===== src/rtl/ucie_link_stats_collector.sv =====
// ---------------------------------------------------------------------------
// ucie_link_stats_collector
//
// Purpose:
//   Observes the D2D/PHY datapath (TX/RX flit handshakes, end-of-packet
//   markers, error strobes, link-up) and produces the registered status
//   values consumed directly by the controller/device status fields:
//     - cumulative, saturating 32-bit counters (uptime, packets, errors)
//     - windowed metrics (bandwidth utilization, link quality) published
//       once per 2^WINDOW_LOG2-cycle measurement window.
//
// Parameters:
//   WINDOW_LOG2    window length is 2^WINDOW_LOG2 cycles (legal 4..20)
//   UNCORR_WEIGHT  quality penalty per uncorrectable error
//
// Ports:
//   clk                      in   single clock
//   rst_n                    in   asynchronous active-low reset
//   link_up_in               in   link operational (from LTSM)
//   tx_valid/tx_ready/tx_eop in   TX flit handshake + end-of-packet
//   rx_valid/rx_ready/rx_eop in   RX flit handshake + end-of-packet
//   err_corr                 in   one correctable error this cycle
//   err_uncorr               in   one uncorrectable error this cycle
//   stats_clear              in   clears the four packet/error counters
//   link_up                  out  link_up_in delayed one cycle
//   link_uptime              out  consecutive cycles with link up
//   packet_count_tx/rx       out  completed packets
//   error_count_total        out  correctable + uncorrectable errors
//   error_count_correctable  out  correctable errors
//   bandwidth_utilization    out  active cycles in last completed window
//   link_quality             out  255 - min(error weight, 255), 0 = unknown
//   stats_valid              out  windowed metrics valid
// ---------------------------------------------------------------------------
module ucie_link_stats_collector #(
    parameter int WINDOW_LOG2   = 10,
    parameter int UNCORR_WEIGHT = 16
) (
    input  logic        clk,
    input  logic        rst_n,
    input  logic        link_up_in,
    input  logic        tx_valid,
    input  logic        tx_ready,
    input  logic        tx_eop,
    input  logic        rx_valid,
    input  logic        rx_ready,
    input  logic        rx_eop,
    input  logic        err_corr,
    input  logic        err_uncorr,
    input  logic        stats_clear,
    output logic        link_up,
    output logic [31:0] link_uptime,
    output logic [31:0] packet_count_tx,
    output logic [31:0] packet_count_rx,
    output logic [31:0] error_count_total,
    output logic [31:0] error_count_correctable,
    output logic [31:0] bandwidth_utilization,
    output logic [7:0]  link_quality,
    output logic        stats_valid
);

    typedef enum logic [1:0] {
        ST_IDLE   = 2'd0,
        ST_WARMUP = 2'd1,
        ST_ACTIVE = 2'd2
    } state_t;

    localparam logic [WINDOW_LOG2-1:0] CNT_ZERO   = {WINDOW_LOG2{1'b0}};
    localparam logic [WINDOW_LOG2-1:0] CNT_ONE    = {{(WINDOW_LOG2-1){1'b0}}, 1'b1};
    localparam logic [WINDOW_LOG2-1:0] CNT_LAST   = {WINDOW_LOG2{1'b1}};
    localparam logic [16:0]            UNCORR_INC = UNCORR_WEIGHT[16:0];

    // -----------------------------------------------------------------------
    // Event decode
    // -----------------------------------------------------------------------
    logic       tx_beat;
    logic       rx_beat;
    logic       tx_pkt;
    logic       rx_pkt;
    logic       active_cycle;
    logic [1:0] err_inc;

    assign tx_beat      = tx_valid & tx_ready;
    assign rx_beat      = rx_valid & rx_ready;
    assign tx_pkt       = tx_beat & tx_eop;
    assign rx_pkt       = rx_beat & rx_eop;
    // A cycle with both a TX and an RX beat is still one active cycle.
    assign active_cycle = tx_beat | rx_beat;
    // Both strobes in one cycle are two distinct errors.
    assign err_inc      = {1'b0, err_corr} + {1'b0, err_uncorr};

    function automatic logic [31:0] sat_add(input logic [31:0] base,
                                            input logic [1:0]  inc);
        logic [32:0] sum;
        sum = {1'b0, base} + {31'b0, inc};
        return sum[32] ? 32'hFFFF_FFFF : sum[31:0];
    endfunction

    // -----------------------------------------------------------------------
    // Link status and uptime
    // -----------------------------------------------------------------------
    always_ff @(posedge clk or negedge rst_n) begin
        if (!rst_n) begin
            link_up     <= 1'b0;
            link_uptime <= 32'd0;
        end else begin
            link_up <= link_up_in;
            if (!link_up_in) begin
                link_uptime <= 32'd0;
            end else if (link_uptime != 32'hFFFF_FFFF) begin
                link_uptime <= link_uptime + 32'd1;
            end
        end
    end

    // -----------------------------------------------------------------------
    // Cumulative packet/error counters. A clear in the same cycle as an
    // increment leaves the counter at zero.
    // -----------------------------------------------------------------------
    always_ff @(posedge clk or negedge rst_n) begin
        if (!rst_n) begin
            packet_count_tx         <= 32'd0;
            packet_count_rx         <= 32'd0;
            error_count_total       <= 32'd0;
            error_count_correctable <= 32'd0;
        end else if (stats_clear) begin
            packet_count_tx         <= 32'd0;
            packet_count_rx         <= 32'd0;
            error_count_total       <= 32'd0;
            error_count_correctable <= 32'd0;
        end else begin
            packet_count_tx         <= sat_add(packet_count_tx, {1'b0, tx_pkt});
            packet_count_rx         <= sat_add(packet_count_rx, {1'b0, rx_pkt});
            error_count_total       <= sat_add(error_count_total, err_inc);
            error_count_correctable <= sat_add(error_count_correctable, {1'b0, err_corr});
        end
    end

    // -----------------------------------------------------------------------
    // Window accumulators and FSM
    // -----------------------------------------------------------------------
    state_t                 state_reg;
    state_t                 state_next;
    logic [WINDOW_LOG2-1:0] win_cnt_reg;
    logic [WINDOW_LOG2-1:0] win_cnt_next;
    logic [WINDOW_LOG2:0]   act_acc_reg;
    logic [WINDOW_LOG2:0]   act_acc_next;
    logic [15:0]            wgt_acc_reg;
    logic [15:0]            wgt_acc_next;
    logic [31:0]            bw_next;
    logic [7:0]             quality_next;
    logic                   valid_next;

    logic                   win_last;
    logic [WINDOW_LOG2:0]   act_sum;
    logic [16:0]            wgt_inc;
    logic [17:0]            wgt_sum;
    logic [15:0]            wgt_sat;
    logic [7:0]             quality_calc;

    assign win_last = (win_cnt_reg == CNT_LAST);

    // Sums include the current cycle so the boundary cycle's own events are
    // part of the window that closes on it. In IDLE the accumulators are 0,
    // so the same sums seed the first window cycle on link-up.
    assign act_sum = act_acc_reg + {{WINDOW_LOG2{1'b0}}, active_cycle};
    assign wgt_inc = {16'd0, err_corr} + (err_uncorr ? UNCORR_INC : 17'd0);
    assign wgt_sum = {2'b00, wgt_acc_reg} + {1'b0, wgt_inc};
    assign wgt_sat = (wgt_sum[17:16] != 2'b00) ? 16'hFFFF : wgt_sum[15:0];

    assign quality_calc = (wgt_sat >= 16'd255) ? 8'd0 : (8'hFF - wgt_sat[7:0]);

    always_comb begin
        state_next   = state_reg;
        win_cnt_next = win_cnt_reg;
        act_acc_next = act_acc_reg;
        wgt_acc_next = wgt_acc_reg;
        bw_next      = bandwidth_utilization;
        quality_next = link_quality;
        valid_next   = stats_valid;

        case (state_reg)
            ST_IDLE: begin
                bw_next      = 32'd0;
                quality_next = 8'd0;
                valid_next   = 1'b0;
                if (link_up_in) begin
                    // The cycle that first samples link-up is window cycle 0.
                    state_next   = ST_WARMUP;
                    win_cnt_next = CNT_ONE;
                    act_acc_next = act_sum;
                    wgt_acc_next = wgt_sat;
                end else begin
                    win_cnt_next = CNT_ZERO;
                    act_acc_next = '0;
                    wgt_acc_next = 16'd0;
                end
            end

            ST_WARMUP, ST_ACTIVE: begin
                if (!link_up_in) begin
                    // Partial window is dropped; metrics become unknown.
                    state_next   = ST_IDLE;
                    win_cnt_next = CNT_ZERO;
                    act_acc_next = '0;
                    wgt_acc_next = 16'd0;
                    bw_next      = 32'd0;
                    quality_next = 8'd0;
                    valid_next   = 1'b0;
                end else if (win_last) begin
                    state_next   = ST_ACTIVE;
                    win_cnt_next = CNT_ZERO;
                    act_acc_next = '0;
                    wgt_acc_next = 16'd0;
                    bw_next      = {{(31 - WINDOW_LOG2){1'b0}}, act_sum};
                    quality_next = quality_calc;
                    valid_next   = 1'b1;
                end else begin
                    win_cnt_next = win_cnt_reg + CNT_ONE;
                    act_acc_next = act_sum;
                    wgt_acc_next = wgt_sat;
                end
            end

            default: begin
                state_next   = ST_IDLE;
                win_cnt_next = CNT_ZERO;
                act_acc_next = '0;
                wgt_acc_next = 16'd0;
                bw_next      = 32'd0;
                quality_next = 8'd0;
                valid_next   = 1'b0;
            end
        endcase
    end

    always_ff @(posedge clk or negedge rst_n) begin
        if (!rst_n) begin
            state_reg             <= ST_IDLE;
            win_cnt_reg           <= CNT_ZERO;
            act_acc_reg           <= '0;
            wgt_acc_reg           <= 16'd0;
            bandwidth_utilization <= 32'd0;
            link_quality          <= 8'd0;
            stats_valid           <= 1'b0;
        end else begin
            state_reg             <= state_next;
            win_cnt_reg           <= win_cnt_next;
            act_acc_reg           <= act_acc_next;
            wgt_acc_reg           <= wgt_acc_next;
            bandwidth_utilization <= bw_next;
            link_quality          <= quality_next;
            stats_valid           <= valid_next;
        end
    end

endmodule


===== config.mk =====
export PLATFORM = sky130hd
export DESIGN_NAME = ucie_link_stats_collector
export DESIGN_NICKNAME = d
export VERILOG_FILES = /design/src/rtl/ucie_link_stats_collector.sv
export SDC_FILE = /design/constraint.sdc
export NUM_CORES = 1
export LEC_CHECK = 0
export CORE_MARGIN = 1
export CORE_UTILIZATION = 40
export DETAILED_ROUTE_END_ITERATION = 8
export PLACE_DENSITY_LB_ADDON = 0.2
export SYNTH_ARGS = -nofsm -noshare
export SYNTH_HDL_FRONTEND = slang
export SYNTH_SLANG_ARGS = --single-unit

===== constraint.sdc =====
create_clock -name clk -period 4.6 [get_ports clk]
set_input_delay 0.92 -clock clk [delete_from_list [all_inputs] [get_ports clk]]
set_output_delay 0.92 -clock clk [all_outputs]
set_load 0.005 [all_outputs]

==> results.sh, run 1 <==
export IMPL_grt_pass1_vias=8587
export IMPL_gr_total_overflow=0
export IMPL_path_cells="clkdlybuf4s50_1, inv_1, fa_1, inv_1, ha_1, nand4_1, nor4_2, buf_4, nor2b_1, buf_4, nand2_2, a21oi_1"
export IMPL_fin_crit_sh=0.758
export IMPL_clock_skew_ns=0.0101
export IMPL_wire_per_inst_um=15.7
export IMPL_place_area_um2=13300
export IMPL_drive_gt1_frac=0.0651
export IMPL_syn_inst=1120
export IMPL_numCtsBuffers=25
export IMPL_cellInternalPower_mw=3.19
export IMPL_cts_buffer_depth=3
export IMPL_path_buf_inv=5
export IMPL_synth_distinct_cells=66
export IMPL_finalSetupViolCount=0
export IMPL_worst_pin_slew_ns=1.02
export IMPL_clk_pin_slew_ns=0.06
export IMPL_avgSynthCellArea_um2=9.87
export IMPL_clock_root_buffer="clkbuf_16"
export IMPL_synthFlopType="dfrtp_1"
export IMPL_viasPerCell=5.27
export IMPL_antenna_cells=0
export IMPL_seqPwrFrac=0.477
export IMPL_final_nets=1339
export IMPL_timing_final_max_slew_violations=0
export IMPL_port_buffers=192
export IMPL_area_growth_pct=26.9
export IMPL_die_h_um=168
export IMPL_maxSlewHeadroom=0.321
export IMPL_ant_nets=0
export IMPL_cts_tree="built"
export IMPL_synth_warnings=0
export IMPL_p_leak_nw=5.76
export IMPL_io_pins=214
export IMPL_design_area_um2=14000
export IMPL_final_setup_tns_ns=0
export IMPL_min_path_type="in -> async"
export IMPL_critPathKind="in -> reg"
export IMPL_detailed_place_hpwl_um=17700
export IMPL_critPathMaxStageDelay_ns=0.56
export IMPL_ys_seq_area_frac=0.498
export IMPL_vias=8759
export IMPL_cp_max_fo=26
export IMPL_critPathCaptureType="flop"
export IMPL_regArea_um2=5510
export IMPL_ys_ff_latch=220
export IMPL_multi_input_area_um2=5210
export IMPL_drt_iter0_markers=632
export IMPL_drv_cap=0
export IMPL_ctsHoldBuffers=0
export IMPL_rsz0062_at_grt="no"
export IMPL_core_um2=27000
export IMPL_first_pass_iters=5
export IMPL_share_comb_of_total_power=0.067
export IMPL_async_reset_ff_frac=1.00
export IMPL_die_area_um2=28300
export IMPL_initial_core_util=0.409
export IMPL_cp_data_arrival_time_ns=3.91
export IMPL_place_congestion=0.841
export IMPL_wl_um=26100
export IMPL_critPathLaunchType="primary input"
export IMPL_grt_pass1_wl_um=43800
export IMPL_drc_errors=0
export IMPL_hold_ws_ns=0.461
export IMPL_die_w_um=168
export IMPL_postCtsResizedCells=0
export IMPL_grt_util_all_layers=0.185
export IMPL_fmax_mhz=287
export IMPL_num_fill_cells=2489
export IMPL_peakVddDrop_mv=0.239
export IMPL_cp_top_family="buffers and inverters"
export IMPL_postCtsSetupBuffers=0
export IMPL_antenna_found_initial=0
export IMPL_cts_max_level=1
export IMPL_pwr_share_clk=0.455
export IMPL_row_count=60
export IMPL_layout_min_cycle_time_ns=3.49
export IMPL_p_per_area_nw_per_um2=297
export IMPL_hold_viol_final=0
export IMPL_required_ns=5.02
export IMPL_outcome="completed"
export IMPL_swShare=0.236
export IMPL_clk_latency_ns=0.51
export IMPL_p_switching_uw=986
export IMPL_clock_sinks=220
export IMPL_grt_start_max_net_pins=120
export IMPL_cp_slowest_cell="clkdlybuf4s50_1"
export IMPL_synth_edf_count=0
export IMPL_syn_area_um2=11100
[synthesized netlist by cell type (2+ instances only)]
library cell / number / area, µm²
buf_6: 2 / 22.5
or4_1: 3 / 22.5
nand2b_1: 3 / 18.8
nor2b_1: 5 / 31.3
nand4bb_1: 2 / 22.5
buf_4: 21 / 158
a31oi_1: 10 / 62.6
a22o_1: 5 / 43.8
nor3b_1: 8 / 60.1
a21oi_1: 118 / 591
nor3_1: 30 / 150
o21a_1: 2 / 15.0
xor2_1: 76 / 666
o21ai_1: 4 / 20.0
buf_2: 6 / 30.0
dfrtp_1: 220 / 5510
nand2_1: 81 / 304
o21ai_0: 6 / 30.0
a311oi_1: 4 / 35.0
and3_1: 36 / 225
or2_2: 8 / 50.1
a31o_2: 2 / 17.5
a211oi_1: 12 / 90.1
and4_1: 20 / 175
or3_1: 6 / 37.5
nand4_1: 33 / 206
nand3_1: 69 / 345
nor4_1: 6 / 37.5
and4b_1: 2 / 20.0
ha_1: 16 / 200
clkbuf_1: 32 / 120
nor4_2: 2 / 25.0
a211o_1: 2 / 17.5
a21oi_2: 9 / 78.8
inv_1: 26 / 97.6
mux2i_1: 13 / 130
nor2_1: 120 / 450
xnor2_1: 64 / 561
and2_1: 5 / 31.3
nor4b_1: 4 / 35.0
o31ai_1: 2 / 15.0
[layer usage]
layer  vias up  global-route usage  share of wire
li1       4275                   -              -
met1      4268               0.258           0.47
met2       189               0.303           0.46
met3        27              0.0294          0.045
met4         0              0.0415          0.017
met5         -                   0              0
[logic make-up after synthesis]
kind of cell,Yosys count,share of synthesized area
other cells,1,0.000339
compound gates,188,0.105
simple gates,454,0.215
mux,13,0.0118
buf+inv,87,0.0387
fa+ha+maj,17,0.0199
xor+xnor,140,0.111
flops,220,0.498
[power by group through the flow]
| stage | Sequential (mW) | Combinational, mW | Clock [mW] |
|---|---|---|---|
| after detailed placement | 2.03 | 0.287 | 0 |
| final | 1.99 | 0.281 | 1.90 |
| after CTS | 1.99 | 0.288 | 1.95 |
| after floorplan | 2.02 | 0.178 | 0 |
| after global routing | 2.00 | 0.319 | 2.03 |
| after global placement | 2.03 | 0.284 | 0 |
[worst reg2reg max path: stages, from the launching register on]
cell and delay [ns]:
dfrtp_1 0.39, ha_1 0.21, ha_1 0.23, nand4_2 0.19
nor4_4 0.40, and2_4 0.22, nor3b_4 0.32, nand4_4 0.47
a211oi_1 0.35
[through the flow]
stage	power [mW]	instances	util	setup WS [ns]
2_1_floorplan	2.20	1140	-	1.47
3_3_place_gp	2.31	1624	0.491	0.611
3_5_place_dp	2.31	1624	0.491	0.571
4_1_cts	4.23	1663	0.519	1.10
5_1_grt	4.34	1663	0.519	0.784
6_report	4.17	1663	0.519	1.11
[cell usage in the layout, fill, tap and decap left out, drive strengths merged, types with 6 or more instances in the layout]
cell | netlist | final
dfrtp | 220 | 220
clkdlybuf4s50 | 0 | 190
a21oi | 128 | 128
nor2 | 120 | 120
nand2 | 82 | 82
xor2 | 76 | 76
nand3 | 69 | 69
xnor2 | 64 | 64
and3 | 37 | 37
nand4 | 35 | 35
clkbuf | 32 | 34
nor3 | 31 | 31
inv | 26 | 26
conb | 1 | 21
and4 | 20 | 20
ha | 16 | 16
buf | 29 | 14
mux2i | 13 | 13
a211oi | 13 | 13
a31oi | 11 | 11
o21ai | 10 | 10
nor3b | 9 | 9
nor4 | 9 | 9
or2 | 8 | 8
or3 | 6 | 6
and2 | 6 | 6
[area by class of cell]
type / count / area share
Multi-Input combinational cell: 833 / 0.371
Tap cell: 341 / 0.0304
Inverter: 26 / 0.00695
Clock inverter: 5 / 0.00374
Sequential cell: 220 / 0.392
Clock buffer: 34 / 0.0513
Timing Repair Buffer: 204 / 0.144
[final timing paths]
path,start,endpoint,slack [ns],cells past startpoint
min in group clk,link_quality[0],link_quality[0],0.49,2
max in group asynchronous,rst_n,link_uptime[12],3.20,2
max reg2reg,error_count_correctable[0],error_count_correctable[29],1.73,8
min reg2reg,link_quality[0],link_quality[0],0.49,2
max,err_corr,error_count_total[8],1.11,12
min,rst_n,packet_count_rx[7],0.46,1
No activity file was read; power rests on OpenSTA's default activity.
==> run 2: changes to the inputs <==
==> constraint.sdc (replaced) <==
create_clock -name clk -period 2.8 [get_ports clk]
set_input_delay 0.56 -clock clk [delete_from_list [all_inputs] [get_ports clk]]
set_output_delay 0.56 -clock clk [all_outputs]
set_load 0.005 [all_outputs]
==> run 2 against run 1 <==
  * The flow now finishes with violations (hold timing)
  * Non-clock buffer count grew 65
  * Global-route usage up 0.43 points
  * Sequential power grew 65%
  * Critical endpoint is now error_count_correctable[31]
==> results.sh, run 2 (same netlist as run 1, synthesis figures left out) <==
export IMPL_numCtsBuffers=27
export IMPL_p_leak_nw=6.18
export IMPL_timing_final_max_slew_violations=0
export IMPL_setup_ws_ns=0.232
export IMPL_clk_latency_ns=0.52
export IMPL_fin_crit_sh=0.917
export IMPL_instances_no_fill=1736
export IMPL_postCtsSetupBuffers=0
export IMPL_postCtsResizedCells=0
export IMPL_grt_use_met1=0.266
export IMPL_gr_total_overflow=0
export IMPL_utilization=0.545
export IMPL_first_pass_iters=6
export IMPL_cellInternalPower_mw=5.65
export IMPL_ctsHoldBuffers=0
export IMPL_die_w_um=168
export IMPL_clock_root_buffer="clkbuf_16"
export IMPL_swShare=0.230
export IMPL_vias=8974
export IMPL_hold_viol_final=4
export IMPL_seqPwrFrac=0.447
export IMPL_final_setup_tns_ns=0
export IMPL_grt_pass1_vias=8771
export IMPL_clock_sinks=220
export IMPL_wire_per_inst_um=15.2
export IMPL_drt_iter0_markers=511
export IMPL_num_fill_cells=2415
export IMPL_rsz0062_at_grt="no"
export IMPL_io_pins=214
export IMPL_layout_min_cycle_time_ns=2.57
export IMPL_place_area_um2=13800
export IMPL_die_area_um2=28300
export IMPL_grt_most_used_layer="met2"
export IMPL_critPathLaunchType="primary input"
export IMPL_peakVddDrop_mv=0.590
export IMPL_core_um2=27000
export IMPL_final_nets=1406
export IMPL_finalSetupViolCount=0
export IMPL_critPathCaptureType="flop"
export IMPL_place_congestion=0.842
export IMPL_drv_cap=0
export IMPL_grt_util_all_layers=0.189
export IMPL_p_switching_mw=1.69
export IMPL_final_cell_mix="dfrtp_1, clkdlybuf4s50_1, nor2_1"
export IMPL_p_per_area_nw_per_um2=498
export IMPL_min_path_type="in -> async"
export IMPL_cp_max_fo=4
export IMPL_grt_pass1_wl_um=44900
export IMPL_critPathMaxStageDelay_ns=0.48
export IMPL_regArea_um2=5510
export IMPL_place_ws_ns=-0.299
export IMPL_clock_skew_ns=0.0131
export IMPL_cts_max_level=1
export IMPL_worst_pin_slew_ns=0.702
export IMPL_drc_errors=0
export IMPL_fmax_mhz=389
export IMPL_cp_slowest_cell="clkdlybuf4s50_1"
export IMPL_pwr_share_clk=0.483
export IMPL_placed_cells=1689
export IMPL_clk_pin_slew_ns=0.06
export IMPL_viasPerCell=5.17
export IMPL_share_comb_of_total_power=0.070
export IMPL_multi_input_area_um2=5210
export IMPL_maxSlewHeadroom=0.530
export IMPL_wl_um=26400
export IMPL_port_buffers=192
export IMPL_final_common_cell="dfrtp_1"
export IMPL_area_growth_pct=33.2
export IMPL_initial_core_util=0.409
export IMPL_use_met3=0.0301
export IMPL_cts_tree="built"
export IMPL_r2r_cells=11
export IMPL_violations="hold timing"
export IMPL_ant_nets=0
export IMPL_detailed_place_hpwl_um=18500
export IMPL_required_ns=3.23
export IMPL_die_h_um=168
export IMPL_path_cells="clkdlybuf4s50_1, buf_4, ha_1, ha_1, nand4_2, nor4_4, and2_4, nor3b_4, buf_4, and4b_1, a211oi_1"
export IMPL_row_count=60
export IMPL_antenna_found_initial=0
export IMPL_hold_ws_ns=-0.0130
export IMPL_antenna_cells=0
export IMPL_outcome="finished with violations"
export IMPL_critPathKind="in -> reg"
export IMPL_grt_start_max_net_pins=69
export IMPL_met2_usage=0.306
export IMPL_design_area_um2=14700
export IMPL_cp_data_arrival_time_ns=3.00
export IMPL_cts_buffer_depth=3
export IMPL_drive_gt1_frac=0.114
[run 2: worst paths after layout]
| path | slack (ns) | from | end |
|---|---|---|---|
| min | -0.01 | rst_n | packet_count_rx[8] |
| max | 0.23 | err_corr | error_count_correctable[31] |
| max in group asynchronous | 2.04 | rst_n | link_uptime[20] |
| min reg2reg | 0.49 | link_quality[4] | link_quality[4] |
| min in group clk | 0.41 | stats_clear | error_count_total[28] |
| max reg2reg | 0.44 | error_count_total[0] | error_count_total[15] |
[run 2: critical path: cells and delay by family]
kind            cells  cell delay [ns]
buf+inv             3             0.76
simple gates        5             1.09
compound gates      1             0.21
fa+ha+maj           2             0.39
[run 2: layout make-up]
class / instances / area share
flip-flops and latches: 220 / 0.374
multi-input cells: 833 / 0.353
repair buffers: 269 / 0.176
clock buffers: 34 / 0.0504
well taps: 341 / 0.0290
clock inverters: 13 / 0.0114
inverters: 26 / 0.00662
[run 2: power groups by stage]
stage               registers, mW  clock network (mW)  logic (mW)
CTS                          3.27                3.67       0.525
global route                 3.28                3.78       0.588
detailed placement           3.33                   0       0.525
floorplan                    3.32                   0       0.292
finish                       3.28                3.55       0.513
global placement             3.33                   0       0.523
[run 2: layer usage]
| metal | wire length (µm) | share of wire |
|---|---|---|
| met1 | 12700 | 0.48 |
| met2 | 12100 | 0.46 |
| met3 | 1170 | 0.044 |
| met4 | 456 | 0.017 |
| met5 | 0 | 0 |
[run 2: stage by stage]
step	hold slack (ns)	total power [mW]
after floorplan	0.264	3.61
after global placement	0.476	3.85
after detailed placement	0.476	3.86
after CTS	0.00279	7.46
after global routing	0.0270	7.65
final	-0.0130	7.33
==> variant: new RTL, flow settings as in run 2 <==
Reset style: synchronous (`rst_n`), changed in 3 clocked blocks. Comments in the files are not updated.
--- a/src/rtl/ucie_link_stats_collector.sv
+++ b/src/rtl/ucie_link_stats_collector.sv
@@ -98,7 +98,7 @@
     // -----------------------------------------------------------------------
     // Link status and uptime
     // -----------------------------------------------------------------------
-    always_ff @(posedge clk or negedge rst_n) begin
+    always_ff @(posedge clk) begin
         if (!rst_n) begin
             link_up     <= 1'b0;
             link_uptime <= 32'd0;
@@ -116,7 +116,7 @@
     // Cumulative packet/error counters. A clear in the same cycle as an
     // increment leaves the counter at zero.
     // -----------------------------------------------------------------------
-    always_ff @(posedge clk or negedge rst_n) begin
+    always_ff @(posedge clk) begin
         if (!rst_n) begin
             packet_count_tx         <= 32'd0;
             packet_count_rx         <= 32'd0;
@@ -233,7 +233,7 @@
         endcase
     end
 
-    always_ff @(posedge clk or negedge rst_n) begin
+    always_ff @(posedge clk) begin
         if (!rst_n) begin
             state_reg             <= ST_IDLE;
             win_cnt_reg           <= CNT_ZERO;
Function: differs if rst_n is asserted again (counterexample within 4 cycles, from zero or initial values and one cycle with rst_n low); with rst_n held inactive, the same outputs for 10 cycles.
==> variant against run 2 <==
- sequential cell count unchanged
- cell count up 0.86%
- cell area down 7.8%
- routed wire length down 3.1%
- synthesized cell count up 4.7%
- setup slack worse by 0.085 ns
- fmax down 3.2%
- first-iteration DRC count down 16%
- area after synthesis down 8.5%
- critical path type unchanged
Power is not compared: it rests on default switching activity, and its combinational part moved more than twofold at a synthesized area within 25%.
==> variant: results (changes against run 2) <==
* Status: finished, final reports clean
* Post-Place Worst Slack at -0.4667 ns (-0.1675 ns)
* Non-clock buffer count in the final layout at 257 (-4.5%)
* Vias at 8963 (-0.12%)
* Sequential Area at 0.004404 sq mm (-20%)
* Cell Count, Final, Fillers Out at 1751 (+0.86%)
* Hold Path Class: reg -> reg
* Met2 GRT Util at 0.3070 (+0.001223)
* HPWL after DPL at 18.20 mm (-1.7%)
* GPL Wtd Cong at 0.8200 (-2.6%)
* Worst R2R Start: link_uptime[1]$_SDFFE_PN0P_
* Number of sequential cells at 220 (unchanged)
* Top post-synthesis cells by area: dfxtp_1, xor2_1, a21oi_1
* Wirelength, routed at 25.58 mm (-3.1%)
* Worst-Margin Slew at 0.6938 ns (-0.008622 ns)
* Sequential share of cell area at 0.3243 (-0.04930)
* Most common flop cell mapped by yosys: dfxtp_1
* First-pass GRT wire length at 41.59 mm (-7.4%)
* Sequential share of the synthesized area at 0.4354 (-0.06242)
* Total GRT Usage at 0.1910 (+0.001798)
* Grt met3 use at 0.03775 (+0.007661)
* Share of layout cells above drive strength 1 at 0.09040 (-0.02358)
* Multi-input gates at 877 (+5.3%)
* Clock network area share at 0.06385 (+0.002117)
* Cells after DPL at 1704 (+0.89%)
* Worst EP arrival at 3.11 ns (+0.11 ns)
* Met1 usage at 0.2600 (-0.006175)
* DR WL met2 at 11.57 mm (-4.4%)
* Unique masters post-synth at 55 (-17%)
* Placed cell areas at 0.01267 sq mm (-8.4%)
* Fraction of area in non-clock buffers at 0.1802 (+0.004445)
* Clk_buf instances at 33 (-2.9%)
* Post-synth ARST share at 0 (-1.000)
* TritonCTS Buffers at 25 (-7.4%)
* Met3 WL at 1.234 mm (+5.5%)
* Nets@finish at 1437 (+2.2%)
* Critical Path Start: err_uncorr
* Top cells by count, synth: dfxtp_1, nor2_1, a21oi_1
* Crit-path max FO at 7 (+3)
* Synth Instances at 1173 (+4.7%)
[variant: tightest hold or removal path, stage by stage, from the launching register on]
cell and delay [ns]:
dfxtp_1 0.32, nand2_1 0.05, o21ai_0 0.05
[variant: cell families after synthesis]
group,count (synthesis),synth area share
other,1,0.0003707
xor gates and xnor gates,136,0.1177
AOI/OAI and AO/OA,202,0.1161
DFF,220,0.4354
and+or+nand+nor,488,0.2489
buffers and inverters,96,0.04688
muxes,13,0.01286
adders and majority gates,17,0.02177
[variant: repair_timing]
action,CTS,global route
buffers inserted,0,1
endpoints found under the setup margin,0,9
hold buffers,0,0
gates resized for setup,0,7
[variant: final timing paths]
| check | endpoint | slack, ns | cells after the start |
|---|---|---|---|
| hold / removal | link_quality[5]$_SDFFE_PN0P_ | 0.46 | 2 |
| setup / recovery | error_count_total[25]$_SDFF_PP0_ | 0.15 | 12 |
| setup reg to reg | link_uptime[13]$_SDFFE_PN0P_ | 0.38 | 7 |
| hold reg to reg | link_quality[5]$_SDFFE_PN0P_ | 0.46 | 2 |
